===== src/rtl/clock_core_param_if.sv =====
// clock_core_param_if: control keys and BCD display bundle between the clock core and its user.
interface clock_core_param_if;
    logic       EN;
    logic       Ctrl24To12;
    logic       AdjH;
    logic       AdjM;
    logic       AlarmSet;
    logic       AlarmEn;
    logic       Snooze;
    logic [7:0] Hour;
    logic [7:0] Min;
    logic [7:0] Sec;
    logic       PM;
    logic       Tick1Hz;
    logic       LEDAlarm;
    logic       Chime;

    modport master (
        output EN, Ctrl24To12, AdjH, AdjM, AlarmSet, AlarmEn, Snooze,
        input  Hour, Min, Sec, PM, Tick1Hz, LEDAlarm, Chime
    );

    modport slave (
        input  EN, Ctrl24To12, AdjH, AdjM, AlarmSet, AlarmEn, Snooze,
        output Hour, Min, Sec, PM, Tick1Hz, LEDAlarm, Chime
    );
endinterface


===== src/rtl/clock_core_param.sv =====
// clock_core_param: 1 Hz BCD HH:MM:SS timekeeper with 12/24 h display, auto-repeat adjust, alarm, snooze and chime.
module clock_core_param #(
    parameter int DIV        = 50_000_000,
    parameter int REPEAT_DIV = 25_000_000,
    parameter int ALARM_SECS = 60,
    parameter int SNOOZE_MIN = 5,
    parameter int CHIME_SECS = 2
) (
    input logic               CP50,
    input logic               nCR,
    clock_core_param_if.slave io
);
    localparam int PW = DIV > 1 ? $clog2(DIV) : 1;
    localparam int RW = REPEAT_DIV > 1 ? $clog2(REPEAT_DIV) : 1;
    localparam int AW = $clog2(ALARM_SECS + 1);
    localparam int SW = $clog2(60 * SNOOZE_MIN + 1);
    localparam int CW = $clog2(CHIME_SECS + 1);
    localparam logic [PW-1:0] P_LAST = PW'(DIV - 1);
    localparam logic [RW-1:0] R_LAST = RW'(REPEAT_DIV - 1);
    localparam logic [AW-1:0] A_LAST = AW'(ALARM_SECS - 1);
    localparam logic [CW-1:0] C_LAST = CW'(CHIME_SECS - 1);
    localparam logic [SW-1:0] S_LOAD = SW'(60 * SNOOZE_MIN);

    function automatic logic [7:0] inc60(input logic [7:0] v);
        return v[3:0] == 4'd9 ? (v[7:4] == 4'd5 ? 8'h00 : {v[7:4] + 4'd1, 4'd0}) : {v[7:4], v[3:0] + 4'd1};
    endfunction

    function automatic logic [7:0] inc24(input logic [7:0] v);
        return v == 8'h23 ? 8'h00 : v[3:0] == 4'd9 ? {v[7:4] + 4'd1, 4'd0} : {v[7:4], v[3:0] + 4'd1};
    endfunction

    logic [PW-1:0] pre_q, pre_d;
    logic [2:0]    kh_q, kh_d, km_q, km_d, ks_q, ks_d;
    logic [RW-1:0] rep_h_q, rep_h_d, rep_m_q, rep_m_d;
    logic [7:0]    hr_q, hr_d, mn_q, mn_d, sc_q, sc_d, ah_q, ah_d, am_q, am_d;
    logic          ring_q, ring_d, chime_q, chime_d;
    logic [AW-1:0] ring_cnt_q, ring_cnt_d;
    logic [SW-1:0] snz_q, snz_d;
    logic [CW-1:0] chime_cnt_q, chime_cnt_d;

    logic       tick, h_rise, m_rise, s_rise, h_step, m_step, sc_wrap, mn_wrap;
    logic       alarm_hit, snz_edge, snz_fire, ring_end, chime_hit, chime_end;
    logic [7:0] disp_h, h12_bcd;
    logic [4:0] hb, h12;

    always_comb begin
        tick      = io.EN && pre_q == P_LAST;
        pre_d     = io.EN ? (tick ? '0 : pre_q + 1'b1) : pre_q;
        // bit0/bit1 form the synchroniser, bit2 holds the previous synchronised level for edge detect
        kh_d      = {kh_q[1:0], io.AdjH};
        km_d      = {km_q[1:0], io.AdjM};
        ks_d      = {ks_q[1:0], io.Snooze};
        h_rise    = kh_q[1] && !kh_q[2];
        m_rise    = km_q[1] && !km_q[2];
        s_rise    = ks_q[1] && !ks_q[2];
        h_step    = h_rise || (kh_q[1] && rep_h_q == R_LAST);
        m_step    = m_rise || (km_q[1] && rep_m_q == R_LAST);
        rep_h_d   = (!kh_q[1] || h_step) ? '0 : rep_h_q + 1'b1;
        rep_m_d   = (!km_q[1] || m_step) ? '0 : rep_m_q + 1'b1;
        sc_wrap   = sc_q == 8'h59;
        mn_wrap   = mn_q == 8'h59;
        // a stepped field advances once; the tick carry into it is swallowed
        sc_d      = tick ? inc60(sc_q) : sc_q;
        mn_d      = ((m_step && !io.AlarmSet) || (tick && sc_wrap)) ? inc60(mn_q) : mn_q;
        hr_d      = ((h_step && !io.AlarmSet) || (tick && sc_wrap && mn_wrap)) ? inc24(hr_q) : hr_q;
        ah_d      = (h_step && io.AlarmSet) ? inc24(ah_q) : ah_q;
        am_d      = (m_step && io.AlarmSet) ? inc60(am_q) : am_q;
        alarm_hit = tick && io.AlarmEn && !ring_q && hr_d == ah_q && mn_d == am_q && sc_d == 8'h00;
        snz_edge  = s_rise && ring_q;
        snz_fire  = tick && snz_q == SW'(1);
        ring_end  = tick && ring_q && ring_cnt_q == A_LAST;
        ring_d    = !io.AlarmEn ? 1'b0 : snz_edge ? 1'b0 : (alarm_hit || snz_fire) ? 1'b1 : ring_end ? 1'b0 : ring_q;
        ring_cnt_d = (!io.AlarmEn || snz_edge || alarm_hit || snz_fire || ring_end) ? '0 :
                     (tick && ring_q) ? ring_cnt_q + 1'b1 : ring_cnt_q;
        snz_d     = !io.AlarmEn ? '0 : snz_edge ? S_LOAD : (tick && snz_q != '0) ? snz_q - 1'b1 : snz_q;
        chime_hit = tick && mn_d == 8'h00 && sc_d == 8'h00;
        chime_end = tick && chime_q && chime_cnt_q == C_LAST;
        chime_d   = chime_hit ? 1'b1 : chime_end ? 1'b0 : chime_q;
        chime_cnt_d = (chime_hit || chime_end) ? '0 : (tick && chime_q) ? chime_cnt_q + 1'b1 : chime_cnt_q;
        disp_h    = io.AlarmSet ? ah_q : hr_q;
        hb        = 5'(disp_h[7:4]) * 5'd10 + 5'(disp_h[3:0]);
        h12       = hb == 5'd0 ? 5'd12 : hb > 5'd12 ? hb - 5'd12 : hb;
        h12_bcd   = h12 >= 5'd10 ? {4'd1, 4'(h12 - 5'd10)} : {4'd0, h12[3:0]};
    end

    always_ff @(posedge CP50 or negedge nCR) begin
        if (!nCR) begin
            pre_q       <= '0;
            kh_q        <= '0;
            km_q        <= '0;
            ks_q        <= '0;
            rep_h_q     <= '0;
            rep_m_q     <= '0;
            hr_q        <= 8'h00;
            mn_q        <= 8'h00;
            sc_q        <= 8'h00;
            ah_q        <= 8'h00;
            am_q        <= 8'h00;
            ring_q      <= 1'b0;
            ring_cnt_q  <= '0;
            snz_q       <= '0;
            chime_q     <= 1'b0;
            chime_cnt_q <= '0;
        end else begin
            pre_q       <= pre_d;
            kh_q        <= kh_d;
            km_q        <= km_d;
            ks_q        <= ks_d;
            rep_h_q     <= rep_h_d;
            rep_m_q     <= rep_m_d;
            hr_q        <= hr_d;
            mn_q        <= mn_d;
            sc_q        <= sc_d;
            ah_q        <= ah_d;
            am_q        <= am_d;
            ring_q      <= ring_d;
            ring_cnt_q  <= ring_cnt_d;
            snz_q       <= snz_d;
            chime_q     <= chime_d;
            chime_cnt_q <= chime_cnt_d;
        end
    end

    assign io.Hour     = io.Ctrl24To12 ? disp_h : h12_bcd;
    assign io.Min      = io.AlarmSet ? am_q : mn_q;
    assign io.Sec      = io.AlarmSet ? 8'h00 : sc_q;
    assign io.PM       = disp_h >= 8'h12;
    assign io.Tick1Hz  = tick;
    assign io.LEDAlarm = ring_q;
    assign io.Chime    = chime_q;
endmodule


===== src/flat_wrapper.sv =====
// flat-port wrapper written by rule: the top's interface ports become plain ports
module clock_core_param_flat 
#(
    parameter int DIV        = 50_000_000,
    parameter int REPEAT_DIV = 25_000_000,
    parameter int ALARM_SECS = 60,
    parameter int SNOOZE_MIN = 5,
    parameter int CHIME_SECS = 2
)
  (CP50, nCR, io_EN, io_Ctrl24To12, io_AdjH, io_AdjM, io_AlarmSet, io_AlarmEn, io_Snooze, io_Hour, io_Min, io_Sec, io_PM, io_Tick1Hz, io_LEDAlarm, io_Chime);
  clock_core_param_if io_i ();
  input logic CP50;
  input logic nCR;
  input wire logic [$bits(io_i.EN)-1:0] io_EN;
  input wire logic [$bits(io_i.Ctrl24To12)-1:0] io_Ctrl24To12;
  input wire logic [$bits(io_i.AdjH)-1:0] io_AdjH;
  input wire logic [$bits(io_i.AdjM)-1:0] io_AdjM;
  input wire logic [$bits(io_i.AlarmSet)-1:0] io_AlarmSet;
  input wire logic [$bits(io_i.AlarmEn)-1:0] io_AlarmEn;
  input wire logic [$bits(io_i.Snooze)-1:0] io_Snooze;
  output wire logic [$bits(io_i.Hour)-1:0] io_Hour;
  output wire logic [$bits(io_i.Min)-1:0] io_Min;
  output wire logic [$bits(io_i.Sec)-1:0] io_Sec;
  output wire logic [$bits(io_i.PM)-1:0] io_PM;
  output wire logic [$bits(io_i.Tick1Hz)-1:0] io_Tick1Hz;
  output wire logic [$bits(io_i.LEDAlarm)-1:0] io_LEDAlarm;
  output wire logic [$bits(io_i.Chime)-1:0] io_Chime;
  assign io_i.EN = io_EN;
  assign io_i.Ctrl24To12 = io_Ctrl24To12;
  assign io_i.AdjH = io_AdjH;
  assign io_i.AdjM = io_AdjM;
  assign io_i.AlarmSet = io_AlarmSet;
  assign io_i.AlarmEn = io_AlarmEn;
  assign io_i.Snooze = io_Snooze;
  assign io_Hour = io_i.Hour;
  assign io_Min = io_i.Min;
  assign io_Sec = io_i.Sec;
  assign io_PM = io_i.PM;
  assign io_Tick1Hz = io_i.Tick1Hz;
  assign io_LEDAlarm = io_i.LEDAlarm;
  assign io_Chime = io_i.Chime;
  clock_core_param #(.DIV(DIV), .REPEAT_DIV(REPEAT_DIV), .ALARM_SECS(ALARM_SECS), .SNOOZE_MIN(SNOOZE_MIN), .CHIME_SECS(CHIME_SECS)) u_core (.CP50(CP50), .nCR(nCR), .io(io_i));
endmodule

===== config.mk =====
export PLATFORM = sky130hd
export DESIGN_NAME = clock_core_param_flat
export DESIGN_NICKNAME = d
export VERILOG_FILES = /design/src/rtl/clock_core_param_if.sv /design/src/rtl/clock_core_param.sv /design/src/flat_wrapper.sv
export SDC_FILE = /design/constraint.sdc
export NUM_CORES = 1
export LEC_CHECK = 0
export ABC_AREA = 1
export BUFFER_PORTS_ARGS = -buffer_cell sky130_fd_sc_hd__buf_2
export CAP_MARGIN = 20
export CORE_MARGIN = 3
export CORE_UTILIZATION = 40
export DETAILED_ROUTE_END_ITERATION = 6
export PLACE_DENSITY = 0.64
export RECOVER_POWER = 50
export SYNTH_ARGS = -nofsm -noshare
export SYNTH_HDL_FRONTEND = slang
export SYNTH_SLANG_ARGS = --single-unit

===== constraint.sdc =====
create_clock -name CP50 -period 5.9 [get_ports CP50]
set_clock_uncertainty 0.15 [all_clocks]
set_input_delay 1.18 -clock CP50 [delete_from_list [all_inputs] [get_ports CP50]]
set_output_delay 1.18 -clock CP50 [all_outputs]
set_load 0.02 [all_outputs]

==> results.ini, run 1 <==
[sta]
rsz0062_at_grt=no
max_clock_freq_mhz=178
maxSlewViolCount=147
worst_slew_margin_rel_pct=-77.1
period_needed_ns=5.61
finalCritPeriodShare_pct=95.0
worst-slew-pin-transition_ns=2.66
tns_ns=0
setup_violations=0
hold_viol_final=0

[worst_setup_path]
crit_path_top_delay_cell=o21ai_0
cp.arrival_ns=4.28
crit_path_max_fanout=32
critPathLaunchType=input port
path_buf_inv=5
reg2reg_from=u_core.pre_q[0]
cp_top_family=simple AND/OR/NAND/NOR gates
worstPathCellList=buf_2 -> buf_6 -> o21ai_0 -> ha_1 -> inv_1 -> fa_1 -> xor2_1 -> nor3_1 -> nor2_2 -> nand2_1 -> and3_1 -> ha_1 -> nand2_1 -> nand2_1 -> nand3_1 -> o21ai_1 -> inv_1 -> buf_2
slowest_delay_ns=0.38
critPathLaunch=io_AlarmSet
cp_common_cell=nand2_1
cp.required_ns=4.57
crit_type=input port to primary output
worst_setup_path_end_kind=primary output

[die]
start_util_pct=41.3
dieArea_um2=23800
rows=53
die_x_um=154
ios=37
core_area_um2=21400
die-height_um=154

[drt]
drt-initial-drc-count=579
dr.pass1.iters=5
drt_wl_total_mm=19.8
via_per_inst=4.98
drc_errors=0
vias=7665
wl_per_cell_um=12.9
ant_nets=0

[grt]
grt_pass1_wl_mm=34.0
antenna_found_initial=0
gr-usage-all-layers_pct=17.1
grt_start_max_net_pins=108
grt_pass1_vias=7293
overflow=0

[finish]
drive_gt1_share_pct=9.18
layoutNonFillerInstCount=1539
layout.nets=1283
antenna_cells=0
area_growth_pct=11.4

[yosys]
yosys.area_share.simple_pct=35.6
ys_ff_latch=144
yosys.area_share.adder_pct=3.35
synth_top_area_share_pct=40.9
ys_async_sr_fraction_pct=100
yosysTopAreaCell=dfrtp_1
synth_xor_area_share_pct=3.58
yosys-top-cells-count=nand2_1, nor2_1, inv_1
synthFlopType=dfrtp_1
ys_warn_count=0
synth_seq_area_share_pct=40.9
synthCells=1207
synth.area.top_cells=dfrtp_1, nand2_1, nor2_1
synth_nets=1239
syn_area_um2=8810
ys_types=51
synth_edf_count=0
synth_compound_area_share_pct=7.90
synth.most_common_cell=nand2_1
synthMuxAreaShare_pct=0.114
synth_top_family_by_area=simple AND/OR/NAND/NOR gates
synth.avg_cell_area_um2=7.30

[clock_tree]
clkTransAtPathRegs_ns=0.06
hold_buffers=0
root_buffer=clkbuf_16
clock_latency_ns=0.43
htree_levels=4
cts_tree=done
clockBufferDepth=2
cts_sinks=144
cts_inserted_buffers=17

[hold_path]
hold_path_class=flop to flop
worstHoldStart=u_core.ks_q[0]

[pwr]
p_clk_share_pct=29.3
p_leak_nw=4.70
switching_share_pct=39.8
power_switching_mw=1.37
combPwrFrac_pct=33.9
powerDensity_nw_per_um2=351
ir_drop_v=0.000452
internal-power_mw=2.07
seqPwrFrac_pct=36.8

[placed_design]
place_inst=1507
place.gp.congestion=0.853
place.port_buffers=36
hpwlAfterDp_mm=14.7

[run_status]
violations=capacitance limit, slew limit
outcome=finished, violations left

[flow_run]
maxCapViolCount=2

placed cells by master (no fill, tap or decap), drive strengths merged, types with 7 or more instances in the layout:
cell type,netlist,final
a21oi,34,34
buf,6,35
clkbuf,9,22
dfrtp,144,144
ha,22,22
inv,176,183
nand2,284,284
nand3,123,123
nand4,20,20
nor2,186,186
nor3,46,46
nor3b,17,17
o21ai,59,59
o22ai,7,7
xnor2,8,8
xor2,28,28
cells by family (layout without fill, tap and decap cells):
kind of cell | after synthesis | count (layout)
simple gates | 688 | 688
buf+inv | 192 | 249
flops | 144 | 144
compound gates | 123 | 123
xor+xnor | 36 | 36
fa+ha+maj | 23 | 23
mux | 1 | 1
final timing paths:
| kind | to | slack, ns | cells past startpoint |
|---|---|---|---|
| min in group asynchronous | u_core.rep_m_q[3] | 1.43 | 1 |
| worst max register to register | u_core.ring_cnt_q[4] | 2.08 | 16 |
| worst min register to register | u_core.ks_q[1] | 0.20 | 0 |
| worst min-delay path | u_core.ks_q[1] | 0.20 | 0 |
| worst max-delay path | io_Hour[1] | 0.29 | 18 |
| max in group asynchronous | u_core.sc_q[7] | 1.28 | 2 |
area by class of cell:
| type | instances | area (um^2) |
|---|---|---|
| clock buffer | 17 | 425 |
| clock inverter | 15 | 126 |
| fill | 2151 | 11500 |
| inverter | 177 | 664 |
| multi-input combinational | 871 | 4450 |
| sequential | 144 | 3600 |
| tap | 275 | 344 |
| timing repair buffer | 40 | 206 |
stage by stage:
stage               util [%]  setup slack, ns  area [um^2]  hold slack [ns]  power (mW)
floorplan                  -            0.363         8810            0.181        2.13
global placement        43.5            0.458         9290            0.184        2.41
detailed placement      43.5            0.278         9290            0.196        2.44
CTS                     46.1            0.269         9840            0.211        3.47
global route            46.0           0.0249         9820            0.225        3.74
finish                  46.0            0.294         9820            0.205        3.44
power by group through the flow:
stage,combinational [mW],clock [mW],sequential [mW]
2_1_floorplan,0.891,0,1.24
3_3_place_gp,1.12,0,1.28
3_5_place_dp,1.16,0,1.28
4_1_cts,1.17,1.04,1.27
5_1_grt,1.37,1.08,1.29
6_report,1.17,1.01,1.27
state kept, by name, indices dropped and copies added, names as in the netlist:
register / cells
u_core.am_q: 8
u_core.ah_q: 8
u_core.chime_cnt_q: 2
u_core.pre_q: 26
u_core.hr_q: 8
u_core.io.LEDAlarm: 1
u_core.sc_q: 8
u_core.ks_q: 3
u_core.kh_q: 3
u_core.snz_q: 9
u_core.rep_h_q: 25
u_core.km_q: 3
u_core.io.Chime: 1
u_core.rep_m_q: 25
u_core.ring_cnt_q: 6
u_core.mn_q: 8
timing repair:
item,4_1_cts,5_1_grt
endpoints found under the setup margin,0,3
gates resized for setup,0,6
setup buffers,0,0
hold endpoints to repair,0,0
routing by layer:
layer | vias up | track usage [%] | share of wire, %
met4 | 0 | 5.85 | 1.5
met2 | 140 | 27.4 | 46
met5 | - | 0 | 0
met3 | 20 | 2.35 | 3.4
li1 | 3995 | - | -
met1 | 3510 | 23.9 | 49
No activity file was read; power rests on OpenSTA's default activity.
==> run 2: changes to the inputs <==
--- a/config.mk
+++ b/config.mk
@@ -10,9 +10,11 @@
 export CAP_MARGIN = 20
 export CORE_MARGIN = 3
 export CORE_UTILIZATION = 40
+export CTS_BUF_LIST = sky130_fd_sc_hd__clkbuf_16
 export DETAILED_ROUTE_END_ITERATION = 6
 export PLACE_DENSITY = 0.64
 export RECOVER_POWER = 50
+export REMOVE_ABC_BUFFERS = 1
 export SYNTH_ARGS = -nofsm -noshare
 export SYNTH_HDL_FRONTEND = slang
 export SYNTH_SLANG_ARGS = --single-unit
==> results.ini, run 2 (synthesis gave the netlist of run 1 again) <==
[sta]
rsz0062_at_grt=no
max_clock_freq_mhz=182  ; +2.2%
finalCritPeriodShare_pct=92.9  ; -2.1 points
hold_ws_ns=0.198  ; -0.00660 ns
hold_viol_final=0  ; unchanged
setup_violations=0  ; unchanged
worst_slew_margin_rel_pct=-63.1  ; +14 points
period_needed_ns=5.48  ; -0.122 ns
tns_ns=0  ; unchanged
worst-slew-pin-transition_ns=2.45  ; -0.209 ns
maxSlewViolCount=46  ; -69%

[die]
die-height_um=154  ; unchanged
rows=53  ; unchanged
start_util_pct=41.3  ; unchanged
ios=37  ; unchanged
dieArea_um2=23800  ; unchanged
core_area_um2=21400  ; unchanged
die_x_um=154  ; unchanged

[drt]
ant_nets=0  ; unchanged
vias=7732  ; +0.87%
drt-initial-drc-count=489  ; -16%
via_per_inst=5.02  ; +0.81%
drt_wl_total_mm=19.8  ; about the same
wl_per_cell_um=12.9  ; -0.11%
drc_errors=0  ; unchanged
dr.pass1.iters=5  ; unchanged

[grt]
overflow=0  ; unchanged
grt_start_max_net_pins=55  ; -49%
antenna_found_initial=0  ; unchanged
gr-usage-all-layers_pct=16.9  ; -0.22 points
grt_pass1_wl_mm=33.8  ; -0.59%
grt_pass1_vias=7178  ; -1.6%

[placed_design]
hpwlAfterDp_mm=14.6  ; -0.82%
place.gp.congestion=0.836  ; -1.9%
place.port_buffers=36  ; unchanged

[run_status]
violations=capacitance limit, slew limit
outcome=finished, violations left

[pwr]
internal-power_mw=2.18  ; +5.3%
ir_drop_v=0.000426  ; -5.6%
power_switching_mw=1.35  ; -1.8%
p_clk_share_pct=31.2  ; +1.9 points
p_leak_nw=4.78  ; +1.6%
combPwrFrac_pct=32.8  ; -1.1 points
power_mw=3.53  ; +2.5%
seqPwrFrac_pct=35.9  ; -0.9 points
switching_share_pct=38.2  ; -1.7 points
powerDensity_nw_per_um2=357  ; +1.9%

[worst_setup_path]
crit_type=input port to primary output
cp.arrival_ns=4.15  ; -0.13 ns
cp.required_ns=4.57  ; about the same
crit_path_max_fanout=34  ; +6.3%
critPathLaunchType=input port
worst_setup_path_end_kind=primary output

[clock_tree]
htree_levels=4  ; unchanged
root_buffer=clkbuf_16
clockBufferDepth=2  ; unchanged
cts_inserted_buffers=17  ; unchanged
cts_tree=done
cts_sinks=144  ; unchanged
clock_latency_ns=0.42  ; about the same
postCtsSetupBuffers=0  ; unchanged
clkTransAtPathRegs_ns=0.06  ; about the same

[finish]
multi_input_area_um2=4460  ; +0.20%
layout.nets=1284  ; +0.078%
largest_reg_flops=26  ; unchanged
mostFrequentLayoutCell=nand2_1
drive_gt1_share_pct=9.09  ; -0.086 points
antenna_cells=0  ; unchanged
fillCellCount=2136  ; -0.70%
regArea_um2=3600  ; unchanged
regMostFlops=u_core.pre_q
area_growth_pct=12.1
top_regs=u_core.pre_q: 26 flops, u_core.rep_h_q: 25 flops, u_core.rep_m_q: 25 flops
layout_common_cells=nand2_1, inv_1, nor2_1

[hold_path]
hold_path_class=flop to flop

[flow_run]
maxCapViolCount=1  ; -1

## run 2: layer usage
layer  share of wire, %  track usage, %  vias up
met3                3.2            3.16       13
met2                 47            27.4      114
met5                  0               0        -
li1                   -               -     3988
met4               0.82            3.70        0
met1                 49            23.7     3617
## run 2: per-stage QoR
stage | setup WS, ns | instance area, um^2 | instances | util, %
2_1_floorplan | 0.725 | 8720 | 1192 | -
3_3_place_gp | 0.494 | 9290 | 1508 | 43.5
3_5_place_dp | 0.327 | 9290 | 1508 | 43.5
4_1_cts | 0.310 | 9890 | 1540 | 46.3
5_1_grt | 0.0253 | 9880 | 1540 | 46.3
6_report | 0.416 | 9880 | 1540 | 46.3
## run 2: timing repair
| action | CTS | global route |
|---|---|---|
| resized for setup | 0 | 3 |
| hold buffers | 0 | 0 |
| endpoints found under the setup margin | 0 | 2 |
## run 2: power by group through the flow
| stage | Clock, mW | Combinational (mW) | Sequential [mW] |
|---|---|---|---|
| floorplan | 0 | 0.883 | 1.24 |
| global placement | 0 | 1.13 | 1.28 |
| detailed placement | 0 | 1.16 | 1.28 |
| CTS | 1.13 | 1.17 | 1.27 |
| global route | 1.17 | 1.34 | 1.29 |
| finish | 1.10 | 1.16 | 1.27 |
## run 2: final cells by class
cell class / instances / share of cell area [%]
Clock buffer: 17 / 4.31
Sequential cell: 144 / 36.5
Timing Repair Buffer: 41 / 2.17
Tap cell: 275 / 3.48
Clock inverter: 15 / 1.72
Multi-Input combinational cell: 871 / 45.1
Inverter: 177 / 6.73
## run 2: path summary, 6_finish.rpt
path                                         from  slack, ns  depth (start not counted)                    to
min in group asynchronous                     nCR       1.34                          1    u_core.rep_h_q[18]
max in group asynchronous                     nCR       1.84                          2      u_core.pre_q[25]
worst min-delay path               u_core.kh_q[0]       0.20                          0        u_core.kh_q[1]
worst max register to register  u_core.rep_h_q[0]       2.74                         18  u_core.ring_cnt_q[1]
worst min register to register     u_core.kh_q[0]       0.20                          0        u_core.kh_q[1]
worst max-delay path                  io_AlarmSet       0.42                         18            io_Hour[1]
## run 2: worst max-delay path: stages
cell     delay, ns
buf_2         0.13
buf_6         0.25
inv_1         0.11
o21ai_1       0.24
inv_1         0.14
fa_1          0.44
xor2_1        0.19
nor3_1        0.31
nor2_1        0.11
nand2_1       0.09
and3_1        0.19
ha_1          0.17
nand2_1       0.05
nand2_1       0.09
nand3_1       0.11
o21ai_1       0.15
inv_1         0.05
buf_2         0.15
